==> src/rtl/mod_count_pkg.sv <==
// Shared types and constants for the modulo-N count controller.
// MOD_COUNT_DEBOUNCE_EN (in btn_edge) enables the button debouncer that uses DEBOUNCE_CYC.
package mod_count_pkg;

  typedef enum logic [1:0] {
    IDLE  = 2'd0,
    RUN   = 2'd1,
    PAUSE = 2'd2
  } state_e;

  localparam int DEBOUNCE_CYC = 16;
  localparam int DB_W         = 5;

  localparam int START   = 0;
  localparam int STOP    = 1;
  localparam int STEP    = 2;
  localparam int CLEAR   = 3;
  localparam int NUM_BTN = 4;

endpackage

==> src/rtl/mod_count_ctrl_btn_edge.sv <==
// Button conditioner: 2-flop synchroniser, optional debouncer, rising-edge detector.
// Debouncer present only when MOD_COUNT_DEBOUNCE_EN is defined.
module btn_edge
  import mod_count_pkg::*;
(
  input  logic clk,
  input  logic reset,
  input  logic btn_i,
  output logic rise_o
);

  logic sync1_q, sync2_q, prev_q;
  logic level;

  // Reset to the "pressed" level so a button held through reset release never
  // looks like a fresh press; a real edge needs the button to be seen low first.
  always_ff @(posedge clk or posedge reset) begin
    if (reset) begin
      sync1_q <= 1'b1;
      sync2_q <= 1'b1;
    end else begin
      sync1_q <= btn_i;
      sync2_q <= sync1_q;
    end
  end

`ifdef MOD_COUNT_DEBOUNCE_EN
  localparam logic [DB_W-1:0] DB_LOAD = DB_W'(DEBOUNCE_CYC - 1);

  logic            stable_q;
  logic [DB_W-1:0] db_cnt_q;

  always_ff @(posedge clk or posedge reset) begin
    if (reset) begin
      stable_q <= 1'b1;
      db_cnt_q <= DB_LOAD;
    end else if (sync2_q == stable_q) begin
      db_cnt_q <= DB_LOAD;
    end else if (db_cnt_q == '0) begin
      stable_q <= sync2_q;
      db_cnt_q <= DB_LOAD;
    end else begin
      db_cnt_q <= db_cnt_q - 1'b1;
    end
  end

  assign level = stable_q;
`else
  assign level = sync2_q;
`endif

  always_ff @(posedge clk or posedge reset) begin
    if (reset) prev_q <= 1'b1;
    else       prev_q <= level;
  end

  assign rise_o = level & ~prev_q;

endmodule

==> src/rtl/mod_count_ctrl.sv <==
// Button-driven FSM sequencing a prescaled modulo-N counter with wrap pulse/toggle.
// MOD_COUNT_DEBOUNCE_EN adds a debouncer inside each btn_edge instance.
module mod_count_ctrl
  import mod_count_pkg::*;
#(
  parameter int WIDTH    = 3,
  parameter int PRESCALE = 4,
  parameter int PS_W     = 8
) (
  input  logic             clk,
  input  logic             reset,
  input  logic             btn_start,
  input  logic             btn_stop,
  input  logic             btn_step,
  input  logic             btn_clear,
  input  logic [WIDTH-1:0] mod_val,
  output logic [WIDTH-1:0] count,
  output logic             wrap_pulse,
  output logic             wrap_toggle,
  output logic             running,
  output logic             paused
);

  localparam logic [PS_W-1:0]  PS_LAST = PS_W'(PRESCALE - 1);
  localparam logic [PS_W-1:0]  PS_ONE  = 1;
  localparam logic [WIDTH-1:0] CNT_ONE = 1;

  logic [NUM_BTN-1:0] btn_lvl, btn_ev;

  assign btn_lvl[START] = btn_start;
  assign btn_lvl[STOP]  = btn_stop;
  assign btn_lvl[STEP]  = btn_step;
  assign btn_lvl[CLEAR] = btn_clear;

  for (genvar i = 0; i < NUM_BTN; i++) begin : g_btn
    btn_edge u_btn_edge (
      .clk    (clk),
      .reset  (reset),
      .btn_i  (btn_lvl[i]),
      .rise_o (btn_ev[i])
    );
  end

  state_e           state_q;
  logic [WIDTH-1:0] count_q, mod_q;
  logic [PS_W-1:0]  ps_q;
  logic             wrap_pulse_q, wrap_toggle_q;

  logic             tick;
  logic             wrap_d;
  logic [WIDTH-1:0] mod_m1;
  logic [WIDTH-1:0] count_d;

  // mod_q==0 gives mod_m1 == all-ones, i.e. the natural full-range wrap.
  always_comb begin
    tick    = 1'b0;
    mod_m1  = mod_q - CNT_ONE;
    wrap_d  = (count_q == mod_m1);
    count_d = wrap_d ? '0 : count_q + CNT_ONE;
    case (state_q)
      RUN:     tick = !btn_ev[STOP] && (ps_q == PS_LAST);
      PAUSE:   tick = !btn_ev[STOP] && !btn_ev[START] && btn_ev[STEP];
      default: tick = 1'b0;
    endcase
  end

  always_ff @(posedge clk or posedge reset) begin
    if (reset) begin
      state_q       <= IDLE;
      count_q       <= '0;
      mod_q         <= '0;
      ps_q          <= '0;
      wrap_pulse_q  <= 1'b0;
      wrap_toggle_q <= 1'b0;
    end else begin
      wrap_pulse_q <= 1'b0;
      if (btn_ev[CLEAR]) begin
        state_q <= IDLE;
        count_q <= '0;
        ps_q    <= '0;
      end else begin
        case (state_q)
          IDLE: begin
            if (!btn_ev[STOP] && btn_ev[START]) begin
              state_q <= RUN;
              mod_q   <= mod_val;
              ps_q    <= '0;
            end
          end
          RUN: begin
            if (btn_ev[STOP]) state_q <= PAUSE;
            else              ps_q    <= (ps_q == PS_LAST) ? '0 : ps_q + PS_ONE;
          end
          PAUSE: begin
            if (!btn_ev[STOP] && btn_ev[START]) state_q <= RUN;
          end
          default: state_q <= IDLE;
        endcase
        if (tick) begin
          count_q <= count_d;
          if (wrap_d) begin
            wrap_pulse_q  <= 1'b1;
            wrap_toggle_q <= ~wrap_toggle_q;
          end
        end
      end
    end
  end

  assign count       = count_q;
  assign wrap_pulse  = wrap_pulse_q;
  assign wrap_toggle = wrap_toggle_q;
  assign running     = (state_q == RUN);
  assign paused      = (state_q == PAUSE);

endmodule
==> config.mk <==
export PLATFORM = sky130hd
export DESIGN_NAME = mod_count_ctrl
export DESIGN_NICKNAME = d
export VERILOG_FILES = /design/src/rtl/mod_count_pkg.sv /design/src/rtl/mod_count_ctrl_btn_edge.sv /design/src/rtl/mod_count_ctrl.sv
export SDC_FILE = /design/constraint.sdc
export NUM_CORES = 1
export LEC_CHECK = 0
export CAP_MARGIN = 10
export CORE_MARGIN = 2
export CORE_UTILIZATION = 55
export CTS_BUF_LIST = sky130_fd_sc_hd__clkbuf_8 sky130_fd_sc_hd__clkbuf_16
export DETAILED_ROUTE_END_ITERATION = 7
export PLACE_DENSITY_LB_ADDON = 0.25
export SETUP_SLACK_MARGIN = 0.5
export SLEW_MARGIN = 20
export SYNTH_ARGS = -nofsm -noshare
export SYNTH_HDL_FRONTEND = slang
export SYNTH_HIERARCHICAL = 1
export SYNTH_SLANG_ARGS = --single-unit
==> constraint.sdc <==
create_clock -name clk -period 1.9 [get_ports clk]
set_clock_uncertainty 0.05 [all_clocks]
set_input_delay 0.38 -clock clk [delete_from_list [all_inputs] [get_ports clk]]
set_output_delay 0.38 -clock clk [all_outputs]
set_load 0.05 [all_outputs]
Yosys cells after proc, flatten, opt, wreduce, memory -nomap -nowiden
Cells that the tools add are included.

Add/subtract/negate cells: 3. Equality and inequality tests: 8. Multiplexer cells: 16. Bitwise logic cells: 10. Reduce and logical (&&, ||, !) cells: 14.

Operators with widths (count): 8-bit two-way mux (4); 8-bit one-hot mux with 2 select lines (1); 3-bit two-way mux (3); 3-bit AND reduction (3); 8-bit by 1-bit adder with 8-bit output, second input constant (1); 8-bit by 2-bit == test with 1-bit output, second input constant (1); 2-bit two-way mux (3); 3-bit by 1-bit inequality test with 1-bit output, second input constant (2); 3-bit by 2-bit inequality test with 1-bit output, second input constant (2); 1-bit NOT (6); 1-bit bitwise AND (4); 1-bit logical AND (4); 2-bit one-hot mux with 2 select lines (1); 3-bit by 1-bit adder with 3-bit output, second input constant (1); 3-bit == test (1); 1-bit two-way mux (3); 3-bit nonzero test (1); 3-bit by 1-bit subtractor with 3-bit output, second input constant (1); 2-bit by 1-bit == test with 1-bit output, second input constant (1); 2-bit == test, second input constant (1); 1-bit zero test (2); 2-bit zero test (1); 1-bit one-hot mux with 2 select lines (1); 2-bit AND reduction (1); 2 further kinds (2).

Register bits after elaboration: 30. Logic and storage cells: 69.

Longest topological paths before layout
Word-level depth: 8. Mapped depth: 7.

Hierarchy
The synthesis kept the hierarchy.

By module, submodules not included: mod_count_ctrl (times used 1, cells an instance 109, area an instance 1076.0 um^2, seq. area each 450.4 um^2); btn_edge (times used 4, cells an instance 5, area an instance 96.3 um^2, seq. area each 78.8 um^2).

Worst setup path after synthesis
OpenSTA, ideal clock, no wires.

Kind: reg-to-reg. Start: reg state_q[1]. End: reg ps_q[6]. Setup time: 0.077 ns. Data arrival time: 1.924 ns. Data required time: 1.773 ns. Slack: -0.152 ns. Stages on the path, launching flop included: 7. Buffers on the path: 0. Cells stage by stage: dfrtp_1 -> inv_1 -> ha_1 -> mux2_1 -> a21oi_2 -> or4_1 -> a21oi_1.

Cells in the longest elaborated chain, start to end: 3.

RTL lines: from (decl) (RTL line mod_count_ctrl.sv:44) `state_e state_q;`; from (signal assigned) (RTL line mod_count_ctrl.sv:69) `state_q <= IDLE;`; from (signal assigned) (RTL line mod_count_ctrl.sv:78) `state_q <= IDLE;`; from (signal assigned) (RTL line mod_count_ctrl.sv:85) `state_q <= RUN;`; 2-bit by 1-bit == test with 1-bit output *; named net running (RTL line mod_count_ctrl.sv:20) `output logic running,`; 3-bit by 2-bit inequality test with 1-bit output (no line) (tied with other cells); 3-bit AND reduction (no line) / 8-bit two-way mux (equally long branches); to (signal assigned) (RTL line mod_count_ctrl.sv:92) `else ps_q <= (ps_q == PS_LAST) ? '0 : ps_q + PS_ONE;`; to (decl) (RTL line mod_count_ctrl.sv:46) `logic [PS_W-1:0] ps_q;`.

The timed path passes the listed nets; every way through them passes the cells marked *. A chain may end at the register's enable or synchronous reset.

Worst setup path after layout
Start: reg state_q[0]. End: reg count_q[2], in the netlist count[2].

Cells in the longest elaborated chain, start to end: 3.

RTL lines: 2-bit == test / 2-bit by 1-bit == test with 1-bit output (equally long branches) (RTL line mod_count_ctrl.sv:60) `case (state_q)`; 1-bit one-hot mux with 2 select lines * (RTL line mod_count_ctrl.sv:60); 2-bit nonzero test (no line) *; to (signal assigned) (RTL line mod_count_ctrl.sv:100) `count_q <= count_d;`; to (decl) (RTL line mod_count_ctrl.sv:45) `logic [WIDTH-1:0] count_q, mod_q;`.

Mark *: on every way between the ends. The rest lies on a longest branch, timed or not.

==> results.json <==
{
  "startpoint": "state_q[0]",
  "antenna_left": 0,
  "drc": 0,
  "multi_input_area_um2": 809.5,
  "slew_headroom_pct": 68.87,
  "ys_seq_elements": 30,
  "syn_area_mm2": 0.001461,
  "report.final.setup_viol": 0,
  "clkPwrFrac_pct": 33.7,
  "crit_path_end": "count[2]",
  "netlist_instances": 129,
  "fillers": 118,
  "diodes": 0,
  "pwr-share-comb_pct": 20.8,
  "place_ws_ns": 0.1063,
  "cp_data_required_time_ns": 2.05,
  "portBuffers": 15,
  "power_switching_mw": 0.4117,
  "post-dp-hpwl_mm": 1.817,
  "syn_to_final_growth_pct": 51.28,
  "ys_seq_area_share_pct": 52.40,
  "post-synth-top-area-fraction_pct": 30.82,
  "finalHoldViolCount": 0,
  "critPathKind": "reg2reg",
  "hold_path_class": "reg2reg",
  "reg2reg_to": "count[2]",
  "tns_ns": 0,
  "route.detailed.wl_per_inst_um": 18.60,
  "worst_pin_slew_ns": 0.4670,
  "reg2reg_from": "state_q[0]",
  "final_area_mm2": 0.002211,
  "vias_per_cell": 5.788,
  "rsz0062_at_grt": "true",
  "intPower_mw": 1.138,
  "setup_slack_ns": 0.1326,
  "cts_hold_buf": 0,
  "synth_cell_types": 34,
  "cts_tree": "done",
  "final_nets": 196,
  "cts.sinks": 30,
  "io_pins": 16,
  "worstPathMaxFanout": 4,
  "p_sw_share_pct": 26.56,
  "p_per_area_mw_per_mm2": 701.0,
  "dr.first_iter.drc_count": 114,
  "synth_area_leader_cell": "dfrtp_1",
  "reg2reg_depth": 8,
  "placed_area_mm2": 0.001712,
  "fin_cells": 212,
  "cts_root_buf": "clkbuf_8",
  "clkTransAtPathRegs_ns": 0.06,
  "vias": 1227,
  "final_common_cell": "buf_4",
  "first_pass_iters": 4,
  "synth_fp_nets": 144,
  "clkLatencyLatePin_ns": 0.29,
  "yosysWarnings": 6,
  "clockBufferDepth": 2,
  "start_kind": "flip-flop",
  "numCtsBuffers": 5,
  "grt_pass1_vias": 1187,
  "die_w_um": 55.55,
  "antenna_found_initial": 0,
  "num_rows": 18,
  "cp-end-kind": "flip-flop",
  "dpl.cell_count": 173,
  "core_area_mm2": 0.002500,
  "start_util_pct": 58.46,
  "grt_pass1_wl_mm": 5.382,
  "seqCellArea_um2": 770.7,
  "crit_arrival_ns": 1.92,
  "fp.dieArea_mm2": 0.003085,
  "fmax_ghz": 0.5658,
  "power.total_mw": 1.550,
  "track_usage_pct": 22.68,
  "fin_crit_ns": 1.767,
  "ys_top_cells_by_area": "dfrtp_1 31%, dfstp_2 22%, ha_1 5.1%, inv_1 3.9%, nor2b_4 3.8%",
  "finalCritPeriodShare_pct": 93.02,
  "die_h_um": 55.55,
  "outcome": "finished, final reports clean",
  "wl_mm": 3.943,
  "grt_max_degree": 19,
  "power_frac_seq_pct": 45.5,
  "p_leak_nw": 0.9619,
  "peakVddDrop_v": 0.0007465,
  "routabilityCongestion": 0.7185,
  "max-cap-violations": 0,
  "drive_gt1_share_pct": 56.04,
  "r2r_slack_ns": 0.13,
  "globalRouteOverflowTotal": 0,
  "htree_levels": 2,
  "syn_area_per_cell_um2": 11.33,
  "final_max_slew_viol_count": 0,
  "mostFrequentLayoutCells": "22 x buf_4, 14 x dfrtp_1, 14 x buf_6"
}
[metrics by stage]
step | utilization, % | hold WS [ns]
after floorplan | - | 0.2633
after global placement | 68.47 | 0.2964
after detailed placement | 68.47 | 0.2975
after CTS | 79.73 | 0.3060
after global routing | 88.44 | 0.3165
final | 88.44 | 0.3110
[what timing repair did]
item                       CTS  global route
gates resized for setup     14            34
setup endpoints to repair   18            22
cloned                       1             0
pin swaps                   12            15
setup buffers               16            14
hold endpoints to repair     0             0
[state kept, by name (all words and copies together), names as in the netlist]
register and flops:
wrap_toggle 1, wrap_pulse 1, mod_q 3, g_btn.u_btn_edge/level 4, state_q 2, ps_q 8, g_btn.u_btn_edge/sync1_q 4, count 3
g_btn.u_btn_edge/prev_q 4
[critical path: stages (launching register included)]
cell	delay, ns
dfrtp_2	0.43
inv_4	0.06
buf_6	0.12
ha_4	0.15
nor2b_1	0.13
a32o_2	0.26
buf_6	0.13
a211o_1	0.29
o211ai_2	0.06
[per-layer routing]
metal  track usage (%)  wire length [um]
met2             37.93              2017
met4             9.756               110
met5                 0                 0
met3             7.494               225
met1             26.54              1589
[how the worst min path moves through the flow]
stage                                     start                         to  slack [ns]  depth (start not counted)
floorplan                                 reset  g_btn[0].u_btn_edge/level        0.26                          1
global placement    g_btn[0].u_btn_edge/sync1_q  g_btn[0].u_btn_edge/level        0.30                          0
detailed placement  g_btn[2].u_btn_edge/sync1_q  g_btn[2].u_btn_edge/level        0.30                          0
CTS                 g_btn[2].u_btn_edge/sync1_q  g_btn[2].u_btn_edge/level        0.31                          0
global route        g_btn[1].u_btn_edge/sync1_q  g_btn[1].u_btn_edge/level        0.32                          0
finish              g_btn[1].u_btn_edge/sync1_q  g_btn[1].u_btn_edge/level        0.31                          0
[power by group through the flow]
stage	Clock (mW)	Sequential [mW]	Combinational, mW
after floorplan	0	0.711	0.159
after global placement	0	0.714	0.202
after detailed placement	0	0.717	0.211
after CTS	0.519	0.703	0.267
after global routing	0.557	0.707	0.345
final	0.523	0.705	0.322
[cell type report]
cell class / count / area share [%]
inverter: 15 / 2.660
multi-input combinational: 83 / 36.62
clock buffer: 6 / 3.735
sequential: 30 / 34.86
clock inverter: 2 / 0.3962
tap: 30 / 1.698
timing repair buffer: 46 / 20.03
[cell families after synthesis]
| family | count (synthesis) | share of synthesized area (%) |
|---|---|---|
| AND/OR/NAND/NOR | 40 | 19.69 |
| multiplexers | 3 | 2.226 |
| AO/OA/AOI/OAI | 29 | 12.76 |
| XOR/XNOR | 4 | 3.339 |
| flip-flops | 30 | 52.40 |
| adder cells (fa/ha/maj) | 6 | 5.137 |
| buffers and inverters | 17 | 4.451 |
[synth_stat cells, drive strengths merged]
cell type / count
nand3: 5
ha: 6
xnor3: 1
buf: 2
nor2b: 6
nor3b: 1
nand4: 1
dfrtp: 18
or3: 2
nor3: 5
nand2: 8
a211oi: 1
nor2: 3
o211ai: 1
nor4b: 2
a32o: 1
or4b: 1
xor2: 3
mux2i: 1
o21ai: 10
o21bai: 1
dfstp: 12
nand2b: 4
inv: 15
a211o: 3
o31ai: 3
or4: 2
a21oi: 9
mux2: 2
(Power assumes the default switching activity.)
